**src/rtl/spi_read_seq_if.sv**
```systemverilog
// rtl/spi_read_seq_if.sv - request, SPI byte-stream and data-sink bundle for spi_read_seq
//
// Signals (slave = the sequencer, master = requester/SPI master/sink side):
//   start, addr[AW], len[LW]   read request
//   busy, done                 transaction status
//   spi_in[8], spi_empty       TX byte offered to the SPI master
//   spi_get                    SPI master consumes spi_in
//   spi_out[8], spi_put        RX byte from the SPI master
//   data[8], valid             forwarded data byte, no backpressure
interface spi_read_seq_if #(
  parameter int AW = 24,
  parameter int LW = 8
);
  logic          start;
  logic [AW-1:0] addr;
  logic [LW-1:0] len;
  logic          busy;
  logic          done;
  logic [7:0]    spi_in;
  logic          spi_get;
  logic          spi_empty;
  logic [7:0]    spi_out;
  logic          spi_put;
  logic [7:0]    data;
  logic          valid;

  modport slave (
    input  start, addr, len, spi_get, spi_out, spi_put,
    output busy, done, spi_in, spi_empty, data, valid
  );

  modport master (
    output start, addr, len, spi_get, spi_out, spi_put,
    input  busy, done, spi_in, spi_empty, data, valid
  );
endinterface

```
**src/rtl/spi_read_seq.sv**
```systemverilog
// rtl/spi_read_seq.sv - serial-memory read sequencer feeding an SPI bit-bang master
//
// Ports:
//   clock    rising-edge system clock
//   reset_n  asynchronous active-low reset
//   bus      spi_read_seq_if.slave: request (start/addr/len), status (busy/done),
//            TX stream (spi_in/spi_get/spi_empty), RX stream (spi_out/spi_put),
//            data sink (data/valid)
module spi_read_seq #(
  parameter int         AW     = 24,
  parameter int         LW     = 8,
  parameter logic [7:0] OPCODE = 8'h03,
  parameter logic [7:0] FILL   = 8'hFF
) (
  input  logic          clock,
  input  logic          reset_n,
  spi_read_seq_if.slave bus
);

  localparam int NA  = AW / 8;
  localparam int HDR = 1 + NA;
  localparam int HB  = $clog2(HDR + 1);
  // One bit wider than either operand so HDR + len can never wrap.
  localparam int CW  = ((LW > HB) ? LW : HB) + 1;

  localparam logic [CW-1:0] HDR_C = CW'(HDR);
  localparam logic [CW-1:0] NA_C  = CW'(NA);
  localparam logic [CW-1:0] ONE   = CW'(1);

  typedef enum logic {
    IDLE,
    RUN
  } state_t;

  state_t        state;
  state_t        state_nx;

  logic [AW-1:0] addr_sh;
  logic [LW-1:0] len_q;
  logic [CW-1:0] tx_cnt;
  logic [CW-1:0] rx_cnt;
  logic [CW-1:0] total;

  logic          start_ok;
  logic          get_ok;
  logic          put_ok;
  logic          last_put;
  logic          busy_c;
  logic          empty_c;
  logic [7:0]    tx_byte;

  logic          done_q;
  logic          valid_q;
  logic [7:0]    data_q;

  assign total = HDR_C + CW'(len_q);

  always_ff @(posedge clock or negedge reset_n) begin
    if (!reset_n) begin
      state <= IDLE;
    end else begin
      state <= state_nx;
    end
  end

  always_comb begin
    state_nx = state;
    busy_c   = 1'b0;
    empty_c  = 1'b1;
    tx_byte  = 8'h00;
    start_ok = 1'b0;
    get_ok   = 1'b0;
    put_ok   = 1'b0;
    last_put = 1'b0;
    case (state)
      IDLE: begin
        start_ok = bus.start;
        if (start_ok) begin
          state_nx = RUN;
        end
      end
      RUN: begin
        busy_c  = 1'b1;
        empty_c = (tx_cnt == total);
        if (!empty_c) begin
          if (tx_cnt == '0) begin
            tx_byte = OPCODE;
          end else if (tx_cnt <= NA_C) begin
            // addr_sh is shifted left once per address byte taken, so the
            // current address byte is always in the top octet.
            tx_byte = addr_sh[AW-1 -: 8];
          end else begin
            tx_byte = FILL;
          end
        end
        get_ok   = bus.spi_get && !empty_c;
        put_ok   = bus.spi_put && (rx_cnt != total);
        last_put = put_ok && ((rx_cnt + ONE) == total);
        if (last_put) begin
          state_nx = IDLE;
        end
      end
      default: begin
        state_nx = IDLE;
      end
    endcase
  end

  always_ff @(posedge clock or negedge reset_n) begin
    if (!reset_n) begin
      addr_sh <= '0;
      len_q   <= '0;
      tx_cnt  <= '0;
      rx_cnt  <= '0;
      done_q  <= 1'b0;
      valid_q <= 1'b0;
      data_q  <= 8'h00;
    end else begin
      done_q  <= last_put;
      valid_q <= 1'b0;
      if (start_ok) begin
        addr_sh <= bus.addr;
        len_q   <= bus.len;
        tx_cnt  <= '0;
        rx_cnt  <= '0;
      end
      if (get_ok) begin
        tx_cnt <= tx_cnt + ONE;
        if (tx_cnt != '0) begin
          addr_sh <= addr_sh << 8;
        end
      end
      if (put_ok) begin
        rx_cnt <= rx_cnt + ONE;
        // Header-phase RX bytes carry nothing useful and are dropped.
        if (rx_cnt >= HDR_C) begin
          data_q  <= bus.spi_out;
          valid_q <= 1'b1;
        end
      end
    end
  end

  assign bus.busy      = busy_c;
  assign bus.spi_empty = empty_c;
  assign bus.spi_in    = tx_byte;
  assign bus.done      = done_q;
  assign bus.valid     = valid_q;
  assign bus.data      = data_q;

endmodule

```
**src/flat_wrapper.sv**
```systemverilog
// flat-port wrapper written by rule: the top's interface ports become plain ports
module spi_read_seq_flat 
#(
  parameter int         AW     = 24,
  parameter int         LW     = 8,
  parameter logic [7:0] OPCODE = 8'h03,
  parameter logic [7:0] FILL   = 8'hFF
)
  (clock, reset_n, bus_start, bus_addr, bus_len, bus_spi_get, bus_spi_out, bus_spi_put, bus_busy, bus_done, bus_spi_in, bus_spi_empty, bus_data, bus_valid);
  spi_read_seq_if #(.AW(AW), .LW(LW)) bus_i ();
  input  logic clock;
  input  logic reset_n;
  input wire logic [$bits(bus_i.start)-1:0] bus_start;
  input wire logic [$bits(bus_i.addr)-1:0] bus_addr;
  input wire logic [$bits(bus_i.len)-1:0] bus_len;
  input wire logic [$bits(bus_i.spi_get)-1:0] bus_spi_get;
  input wire logic [$bits(bus_i.spi_out)-1:0] bus_spi_out;
  input wire logic [$bits(bus_i.spi_put)-1:0] bus_spi_put;
  output wire logic [$bits(bus_i.busy)-1:0] bus_busy;
  output wire logic [$bits(bus_i.done)-1:0] bus_done;
  output wire logic [$bits(bus_i.spi_in)-1:0] bus_spi_in;
  output wire logic [$bits(bus_i.spi_empty)-1:0] bus_spi_empty;
  output wire logic [$bits(bus_i.data)-1:0] bus_data;
  output wire logic [$bits(bus_i.valid)-1:0] bus_valid;
  assign bus_i.start = bus_start;
  assign bus_i.addr = bus_addr;
  assign bus_i.len = bus_len;
  assign bus_i.spi_get = bus_spi_get;
  assign bus_i.spi_out = bus_spi_out;
  assign bus_i.spi_put = bus_spi_put;
  assign bus_busy = bus_i.busy;
  assign bus_done = bus_i.done;
  assign bus_spi_in = bus_i.spi_in;
  assign bus_spi_empty = bus_i.spi_empty;
  assign bus_data = bus_i.data;
  assign bus_valid = bus_i.valid;
  spi_read_seq #(.AW(AW), .LW(LW), .OPCODE(OPCODE), .FILL(FILL)) u_core (.clock(clock), .reset_n(reset_n), .bus(bus_i));
endmodule
```
**config.mk**
```make
export PLATFORM = sky130hd
export DESIGN_NAME = spi_read_seq_flat
export DESIGN_NICKNAME = d
export VERILOG_FILES = /design/src/rtl/spi_read_seq_if.sv /design/src/rtl/spi_read_seq.sv /design/src/flat_wrapper.sv
export SDC_FILE = /design/constraint.sdc
export NUM_CORES = 1
export LEC_CHECK = 0
export CORE_MARGIN = 5
export CORE_UTILIZATION = 40
export CTS_CLUSTER_SIZE = 14
export DETAILED_ROUTE_END_ITERATION = 12
export PLACE_DENSITY = 0.65
export SLEW_MARGIN = 15
export SYNTH_ARGS = -nofsm -noshare
export SYNTH_HDL_FRONTEND = slang
export SYNTH_SLANG_ARGS = --single-unit
```
**constraint.sdc**
```tcl
create_clock -name clock -period 3.5 [get_ports clock]
set_input_delay 1.05 -clock clock [delete_from_list [all_inputs] [get_ports clock]]
set_output_delay 1.05 -clock clock [all_outputs]
set_load 0.005 [all_outputs]
```
Word level (Yosys, flattened, before mapping)
Cells that the tools add are included.

word-level totals
  register bits after elaboration = 61
  latch bits = 0
  bits in writable memories = 0
  memory bits (read-only) = 0
  memories = 0

operators by class
  add/sub/neg operators = 3
  $mul = 0
  divide/modulo/power cells = 0
  $lt $le $gt $ge = 2
  equality and inequality tests = 3
  shift-type cells = 0
  mux-type cells = 21
  bitwise gates (word level) = 1
  reductions and logical operators = 9

operator list
  kind                                                 count
  2-to-1 mux 24 bit                                    3
  2-to-1 mux 8 bit                                     4
  2-to-1 mux 9 bit                                     3
  adder 9 x 1 -> 9 bit, second input constant          2
  equality test 9 bit                                  2
  2-to-1 mux 1 bit                                     10
  adder 3 x 8 -> 9 bit, first input constant           1
  >= comparator 9 x 3 -> 1 bit, second input constant  1
  <= comparator 9 x 2 -> 1 bit, second input constant  1
  logical NOT 9 bit                                    1
  inequality test 9 bit                                1
  nonzero test 9 bit                                   1
  nonzero test 2 bit                                   2
  logical AND 1 bit                                    3
  case mux 1 bit (2 select lines)                      1
  AND reduction 2 bit                                  1
  logical NOT 1 bit                                    1
  inverter 1 bit                                       1

Longest topological paths before layout
Gate-level depths: netlist of the first run.

  word-level depth = 6
  gate-level depth with buffers = 10
  depth with buffers taken out = 7

Worst setup path before layout of the first run
Ideal clock, no wire load.

  kind = reg2out
  from = register u_core.len_q[2]
  to = output bus_spi_in[2]
  arrival time = 1.822 ns
  slack = 0.628 ns
  cell stages (with the launch flop) = 10
  cells stage by stage = dfrtp_1 ha_1 buf_2 nand2_1 a21boi_0 nor4_1 and4b_1 buf_6 nand2_1 o2111a_1

between the ends
  word-level cells in the longest chain between the ends = 4

RTL lines
  what                    RTL line             text
  from (decl)             spi_read_seq.sv:39   logic [LW-1:0] len_q;
  from (signal assigned)  spi_read_seq.sv:123  len_q <= bus.len;
  adder 3 x 8 -> 9 bit    spi_read_seq.sv:56   assign total = HDR_C + CW'(len_q);
  equality test 9 bit     spi_read_seq.sv:84   empty_c = (tx_cnt == total);
  2-to-1 mux 8 bit        spi_read_seq.sv:85   if (!empty_c) begin
  2-to-1 mux 8 bit        spi_read_seq.sv:75   case (state)
  to (decl)               flat_wrapper.sv:21   output wire logic [$bits(bus_i.spi_in)-1:0] bus_spi_in;

Every way passes these cells.

Final worst setup path of the first run
  from = register u_core.tx_cnt[6]
  to = output bus_spi_in[0]

between the ends
  word-level cells in the longest chain between the ends = 5
  elaborated cells between the ends (all ways) = 7
  those cells by class = 1 x order compare; 1 x eq/ne; 4 x mux; 1 x reduce/logical

RTL lines
  what                          RTL line             text
  from (decl)                   spi_read_seq.sv:40   logic [CW-1:0] tx_cnt;
  from (signal assigned)        spi_read_seq.sv:128  tx_cnt <= tx_cnt + ONE;
  <= comparator 9 x 2 -> 1 bit  spi_read_seq.sv:88   end else if (tx_cnt <= NA_C) begin
  2-to-1 mux 8 bit              spi_read_seq.sv:88
  2-to-1 mux 8 bit              spi_read_seq.sv:86   if (tx_cnt == '0) begin
  2-to-1 mux 8 bit *            spi_read_seq.sv:85
  2-to-1 mux 8 bit *            spi_read_seq.sv:75

Mark *: on every way between the ends. The rest lies on a longest branch, timed or not.

==> results.py, run 1 <==
metrics = {
    "power_and_ir_drop": {
        "max-vdd-ir-drop_mv": 0.340,
        "p_leak_nw": 2.15,
        "power_mw": 3.36,
        "p_switching_mw": 1.24,
        "seqPwrFrac_pct": 34.7,
        "swShare_pct": 37.0,
        "combPwrFrac_pct": 47.9,
        "p_int_mw": 2.12,
        "power.share.clock_pct": 17.4,
        "power.density_nw_per_um2": 720,
    },
    "clock_tree": {
        "clk_pin_slew_worst_paths_ns": 0.07,
        "clk_path_buf_depth": 2,
        "cts_buffers": 9,
        "cts_tree": "done",
        "insertion_delay_ns": 0.34,
        "htree_num_levels": 3,
        "ctsHoldBuffers": 0,
        "clock_sink_count": 61,
        "cts_root_buf": "clkbuf_8",
    },
    "grt": {
        "grt_max_degree": 62,
        "grt_pass1_vias": 2892,
        "antenna_found_initial": 0,
        "grtUsageTotal_pct": 15.5,
        "grt_overflow": 0,
        "grt_pass1_wl_um": 14100,
    },
    "timing": {
        "setup_viol": 0,
        "fmax_mhz": 293,
        "rsz0062_at_grt": "false",
        "fin_setup_tns_ns": 0,
        "period_share_pct": 97.5,
        "finalHoldViolations": 0,
        "fin_worst_skew_ns": 0.00661,
        "finalMaxSlewViolations": 0,
        "min_period_ns": 3.41,
        "tightest_slew_ns": 0.787,
        "slew_headroom_pct": 47.6,
        "worst_slack_ns": 0.0872,
    },
    "run": {
        "drv_cap": 0,
    },
    "finish": {
        "nNetsFinal": 499,
        "nFillCells": 853,
        "area_growth_pct": 26.2,
        "stdcell_area_um2": 4660,
        "regArea_um2": 1530,
        "antenna_cells": 0,
        "multi_input_area_um2": 2040,
        "final_cells": 565,
        "drive_gt1_share_pct": 16.5,
    },
    "die": {
        "die_y_um": 106,
        "dieArea_um2": 11300,
        "row_count": 35,
        "core_um2": 9110,
        "die_w_um": 106,
        "initial_utilization_pct": 40.6,
        "io_pins": 65,
    },
    "routing": {
        "wire_per_inst_um": 14.6,
        "drt_iter0_drc": 129,
        "vias": 2870,
        "drc_errors": 0,
        "wl_um": 8260,
        "dr.pass1.iters": 4,
        "ant_nets": 0,
        "avgViaCountPerCell": 5.08,
    },
    "setup_path": {
        "slowest_delay_ns": 0.53,
        "worstSetupEndpoint": "bus_spi_in[0]",
        "worst-setup-path-type": "reg2out",
        "r2r_end": "u_core.bus.data[2]$_DFFE_PN0P_",
        "worstPathArrival_ns": 2.36,
        "rrSetupSlack_ns": 0.98,
        "reg2reg_from": "u_core.len_q[2]$_DFFE_PN0P_",
        "r2r_cells": 7,
        "crit_path_max_fanout": 7,
        "crit_required_ns": 2.45,
        "critPathCaptureType": "output pin",
        "startpoint": "u_core.tx_cnt[6]$_DFFE_PN0P_",
        "startpoint_type": "register",
        "cp_slowest_cell": "or4_4",
        "crit_chain": "or4_4 > nor4_4 > o21ai_4 > buf_4 > o311a_1 > dlygate4sd2_1",
    },
    "placed_design": {
        "finalWeightedCongestion": 0.829,
        "placed_area_um2": 4410,
        "place.detailed.hpwl_um": 5950,
        "dpl_worst_slack_ns": 0.122,
        "dp_cells": 545,
        "io_buffers": 64,
    },
    "synthesis": {
        "async_flop_share_pct": 100,
        "ys.warnings.count": 0,
        "synthTopCellsByArea": "dfrtp_1 41%, nand2_1 11%, mux2_4 8.1%, xnor2_1 3.3%, xor2_1 2.8%",
        "synth_cell_type_count": 52,
        "synth_flop_cell": "dfrtp_1",
        "postSynthAreaPerCell_um2": 9.62,
        "yosysSeqAreaShare_pct": 41.3,
        "synth_edf_count": 0,
        "synthTopCellsByCount": "113 x nand2_1, 61 x dfrtp_1, 20 x mux2_4",
        "synth_area_um2": 3690,
        "synth.most_common_cell": "nand2_1",
        "yosysTopAreaCell": "dfrtp_1",
        "yosysTopAreaCellShare_pct": 41.3,
        "syn-num-nets": 434,
        "netlist_instances": 384,
        "ys_ff_latch": 61,
    },
    "worst_hold_path": {
        "min_path_cells": 1,
        "hp-class": "reg2reg",
    },
    "status": {
        "status": "complete, no violations",
    },
}
-- stage by stage --
step | hold slack, ns | util (%)
final | 0.508 | 51.2
after global routing | 0.525 | 51.2
after CTS | 0.512 | 51.2
after detailed placement | 0.490 | 48.4
after global placement | 0.485 | 48.4
after floorplan | 0.473 | -
-- what timing repair did --
item	in CTS	in global routing
gates cloned	0	0
setup endpoints to repair	9	2
resized for setup	20	1
setup buffers	4	0
pin swaps	2	1
-- layout make-up --
class                   count  share of cell area (%)
multi-input cells         289                    43.7
inverters                   8                   0.644
clock inverters             6                   0.966
flip-flops and latches     61                    32.8
clock buffers              10                    2.95
repair buffers             80                    16.0
well taps                 111                    2.98
-- per-layer routing --
layer | GRT usage (%) | vias to the layer above | part of all wire (%)
met3 | 3.22 | 11 | 5.5
met1 | 21.0 | 1363 | 47
li1 | - | 1431 | -
met4 | 7.12 | 0 | 1.7
met2 | 23.7 | 65 | 46
met5 | 0 | - | 0
-- layout by cell type (no fill, tap or decap), types with 9 or more instances in the layout --
cell type / netlist / routed
nand2_1: 113 / 111
clkbuf_8: 0 / 10
nand3_1: 13 / 13
a21oi_1: 14 / 14
dfrtp_1: 61 / 59
mux2i_1: 9 / 9
xor2_1: 12 / 12
clkdlybuf4s50_1: 0 / 54
nor2_1: 11 / 11
dlygate4sd2_1: 0 / 9
xnor2_1: 14 / 14
buf_4: 0 / 16
mux2_4: 20 / 20
-- cells by family (layout without fill, tap and decap cells) --
group	after synthesis	after routing	share of synthesized area, %
flops	61	61	41.3
fa+ha+maj	5	5	1.69
buf+inv	34	104	4.91
compound gates	48	48	10.1
simple gates	171	171	20.7
mux	34	34	12.1
xor+xnor	31	31	9.28
-- worst min-delay path by stage --
stage                     slack, ns                      startpoint                        endpoint
after floorplan                0.47     u_core.len_q[3]$_DFFE_PN0P_     u_core.len_q[3]$_DFFE_PN0P_
after global placement         0.48     u_core.addr_sh[2]$_DFF_PN0_    u_core.addr_sh[10]$_DFF_PN0_
after detailed placement       0.49  u_core.bus.data[6]$_DFFE_PN0P_  u_core.bus.data[6]$_DFFE_PN0P_
after CTS                      0.51     u_core.addr_sh[7]$_DFF_PN0_    u_core.addr_sh[15]$_DFF_PN0_
after global routing           0.52     u_core.addr_sh[2]$_DFF_PN0_    u_core.addr_sh[10]$_DFF_PN0_
final                          0.51     u_core.addr_sh[7]$_DFF_PN0_    u_core.addr_sh[15]$_DFF_PN0_
-- power by group through the flow --
stage | clock [mW] | sequential [mW] | combinational [mW]
6_report | 0.584 | 1.16 | 1.61
5_1_grt | 0.636 | 1.20 | 1.77
4_1_cts | 0.607 | 1.16 | 1.62
3_5_place_dp | 0 | 1.17 | 1.60
3_3_place_gp | 0 | 1.16 | 1.58
2_1_floorplan | 0 | 1.06 | 1.18
-- flip-flops by register name, indices dropped and copies added, names as in the netlist --
| signal | flops |
|---|---|
| u_core.bus.done | 1 |
| u_core.len_q | 8 |
| u_core.state | 1 |
| u_core.bus.data | 8 |
| u_core.tx_cnt | 9 |
| u_core.addr_sh | 24 |
| u_core.bus.valid | 1 |
| u_core.rx_cnt | 9 |
-- worst max-delay path, delay by kind of cell (launching register included) --
kind                   cells  cell delay [ns]
buffers and inverters      2             0.42
flip-flops                 1             0.41
AND/OR/NAND/NOR            2             0.77
AO/OA/AOI/OAI              2             0.42
Note: power is estimated with default switching activity, not from simulation.
==> run 2: changes to the inputs <==
--- a/config.mk
+++ b/config.mk
@@ -10,6 +10,7 @@
 export CTS_CLUSTER_SIZE = 14
 export DETAILED_ROUTE_END_ITERATION = 12
 export PLACE_DENSITY = 0.65
+export REMOVE_ABC_BUFFERS = 1
 export SLEW_MARGIN = 15
 export SYNTH_ARGS = -nofsm -noshare
 export SYNTH_HDL_FRONTEND = slang
==> run 2 against run 1 <==
  * Register-to-register slack about the same
  * Via count up 0.14%
  * Largest power group unchanged
  * Largest cell class unchanged
  * Non-clock buffer count up 3
  * First-iteration DRC count is 43% lower
  * Fmax up 0.73%
  * Global-route usage is 0.29 points higher
  * Combinational power about the same
  * Hold slack got worse by 0.0049 ns
  * Count of clock-buffer cells in the layout up 2
==> results.py, run 2 (synthesis gave the netlist of run 1 again) <==
metrics = {
    "status": {
        "status": "complete, no violations",
    },
    "die": {
        "core_um2": 9110,
        "io_pins": 65,
        "die_y_um": 106,
        "initial_utilization_pct": 40.6,
        "die_w_um": 106,
        "dieArea_um2": 11300,
        "row_count": 35,
    },
    "setup_path": {
        "path_depth": 8,
        "cp_slowest_cell": "dfrtp_1",
        "crit_path_max_fanout": 6,
        "worstPathArrival_ns": 2.34,
        "critPathCaptureType": "output pin",
        "cp_top_family": "simple AND/OR/NAND/NOR gates",
        "crit_chain": "ha_4 > xor2_1 > nor4_1 > and4b_2 > nand2_4 > buf_4 > o2111a_1 > dlygate4sd2_1",
        "r2r_cells": 7,
        "critPathBufInv": 2,
        "worst-setup-path-type": "reg2out",
        "slowest_delay_ns": 0.43,
        "startpoint_type": "register",
        "crit_required_ns": 2.45,
    },
    "clock_tree": {
        "insertion_delay_ns": 0.34,
        "htree_num_levels": 3,
        "clock_sink_count": 61,
        "cts_buffers": 9,
        "clk_pin_slew_worst_paths_ns": 0.06,
        "clk_path_buf_depth": 2,
        "cts_root_buf": "clkbuf_8",
        "cts_tree": "done",
        "ctsHoldBuffers": 0,
    },
    "finish": {
        "top_regs": "u_core.addr_sh x24, u_core.rx_cnt x9, u_core.tx_cnt x9",
        "top_register": "u_core.addr_sh",
        "drive_gt1_share_pct": 16.9,
        "nNetsFinal": 502,
        "antenna_cells": 0,
        "nFillCells": 835,
        "largest_register_ffs": 24,
        "layout_commonest_cell": "nand2_1",
        "area_growth_pct": 27.9,
        "mostFrequentLayoutCells": "111 x nand2_1, 59 x dfrtp_1, 54 x clkdlybuf4s50_1",
    },
    "timing": {
        "finalHoldViolations": 0,
        "fmax_mhz": 295,
        "tightest_slew_ns": 0.750,
        "setup_viol": 0,
        "whs_ns": 0.503,
        "finalMaxSlewViolations": 0,
        "fin_worst_skew_ns": 0.00720,
        "worst_slack_ns": 0.112,
        "min_period_ns": 3.39,
        "period_share_pct": 96.8,
        "slew_headroom_pct": 50.0,
    },
    "power_and_ir_drop": {
        "p_int_mw": 2.23,
        "power.share.clock_pct": 19.0,
        "p_leak_nw": 2.18,
        "power.density_nw_per_um2": 730,
        "seqPwrFrac_pct": 33.5,
        "p_switching_mw": 1.22,
        "swShare_pct": 35.4,
        "max-vdd-ir-drop_mv": 0.315,
        "combPwrFrac_pct": 47.5,
    },
    "placed_design": {
        "place.detailed.hpwl_um": 5830,
        "finalWeightedCongestion": 0.799,
        "io_buffers": 64,
        "dpl_worst_slack_ns": 0.0843,
    },
    "grt": {
        "grt_pass1_wl_um": 14300,
        "antenna_found_initial": 0,
        "grt_overflow": 0,
        "grt_pass1_vias": 2980,
        "grtUsageTotal_pct": 15.8,
        "grt_max_degree": 62,
    },
    "routing": {
        "vias": 2874,
        "ant_nets": 0,
        "drt_iter0_drc": 73,
        "avgViaCountPerCell": 5.07,
        "dr.pass1.iters": 4,
        "drc_errors": 0,
        "wl_um": 8370,
        "wire_per_inst_um": 14.8,
    },
    "worst_hold_path": {
        "hp-class": "reg2reg",
        "min_path_cells": 1,
    },
    "run": {
        "drv_cap": 0,
    },
}
-- run 2: cell count changes in the layout (fill, tap and decap cells not counted), sizes merged --
cell          before  now
bufinv             0    1
dlygate4sd2        9    8
dlymetal6s2s       0    1
buf               17   20
clkinv             3    2
inv               11    8
clkbuf            10   12
-- run 2: timing repair --
item | in CTS | in global routing
hold endpoints to repair | 0 | 0
pin swaps | 2 | 4
buffers inserted | 4 | 4
setup endpoints to repair | 9 | 5
gates resized for setup | 18 | 3
-- run 2: routing by layer --
layer  part of all wire, %  global-route usage, %
met2                    45                   25.5
met3                   5.2                   3.76
met1                    48                   20.6
met4                   1.2                   5.55
met5                     0                      0
-- run 2: metrics by stage --
stage	setup TNS (ns)	utilization [%]	power (mW)	instances	cell area, um^2
2_1_floorplan	0	-	2.16	358	3540
3_5_place_dp	0	48.5	2.78	544	4420
5_1_grt	-0.00504	51.9	3.70	567	4730
6_report	0	51.9	3.45	567	4730
3_3_place_gp	0	48.5	2.74	544	4420
4_1_cts	-0.104	51.4	3.46	563	4680
-- run 2: power by group through the flow --
stage               sequential, mW  combinational (mW)  clock (mW)
finish                        1.15                1.64       0.655
floorplan                     1.13                1.03           0
detailed placement            1.17                1.62           0
CTS                           1.15                1.64       0.673
global route                  1.19                1.80       0.705
global placement              1.16                1.58           0
-- run 2: path summary, 6_finish.rpt --
kind,startpoint,end,slack (ns)
setup / recovery,u_core.len_q[2]$_DFFE_PN0P_,bus_spi_in[3],0.11
hold / removal,u_core.addr_sh[11]$_DFF_PN0_,u_core.addr_sh[19]$_DFF_PN0_,0.50
setup reg to reg,u_core.len_q[2]$_DFFE_PN0P_,u_core.bus.data[4]$_DFFE_PN0P_,0.97
hold reg to reg,u_core.addr_sh[11]$_DFF_PN0_,u_core.addr_sh[19]$_DFF_PN0_,0.50
max in group asynchronous,reset_n,u_core.tx_cnt[3]$_DFFE_PN0P_,2.50
min in group asynchronous,reset_n,u_core.tx_cnt[8]$_DFFE_PN0P_,0.71
-- run 2: area by class of cell --
type	count	area (um^2)	area share, %
clock inverters	3	43.8	0.926
multi-input cells	289	2040	43.1
well taps	111	139	2.94
repair buffers	83	783	16.6
clock buffers	12	165	3.49
inverters	8	30.0	0.635
flip-flops and latches	61	1530	32.3
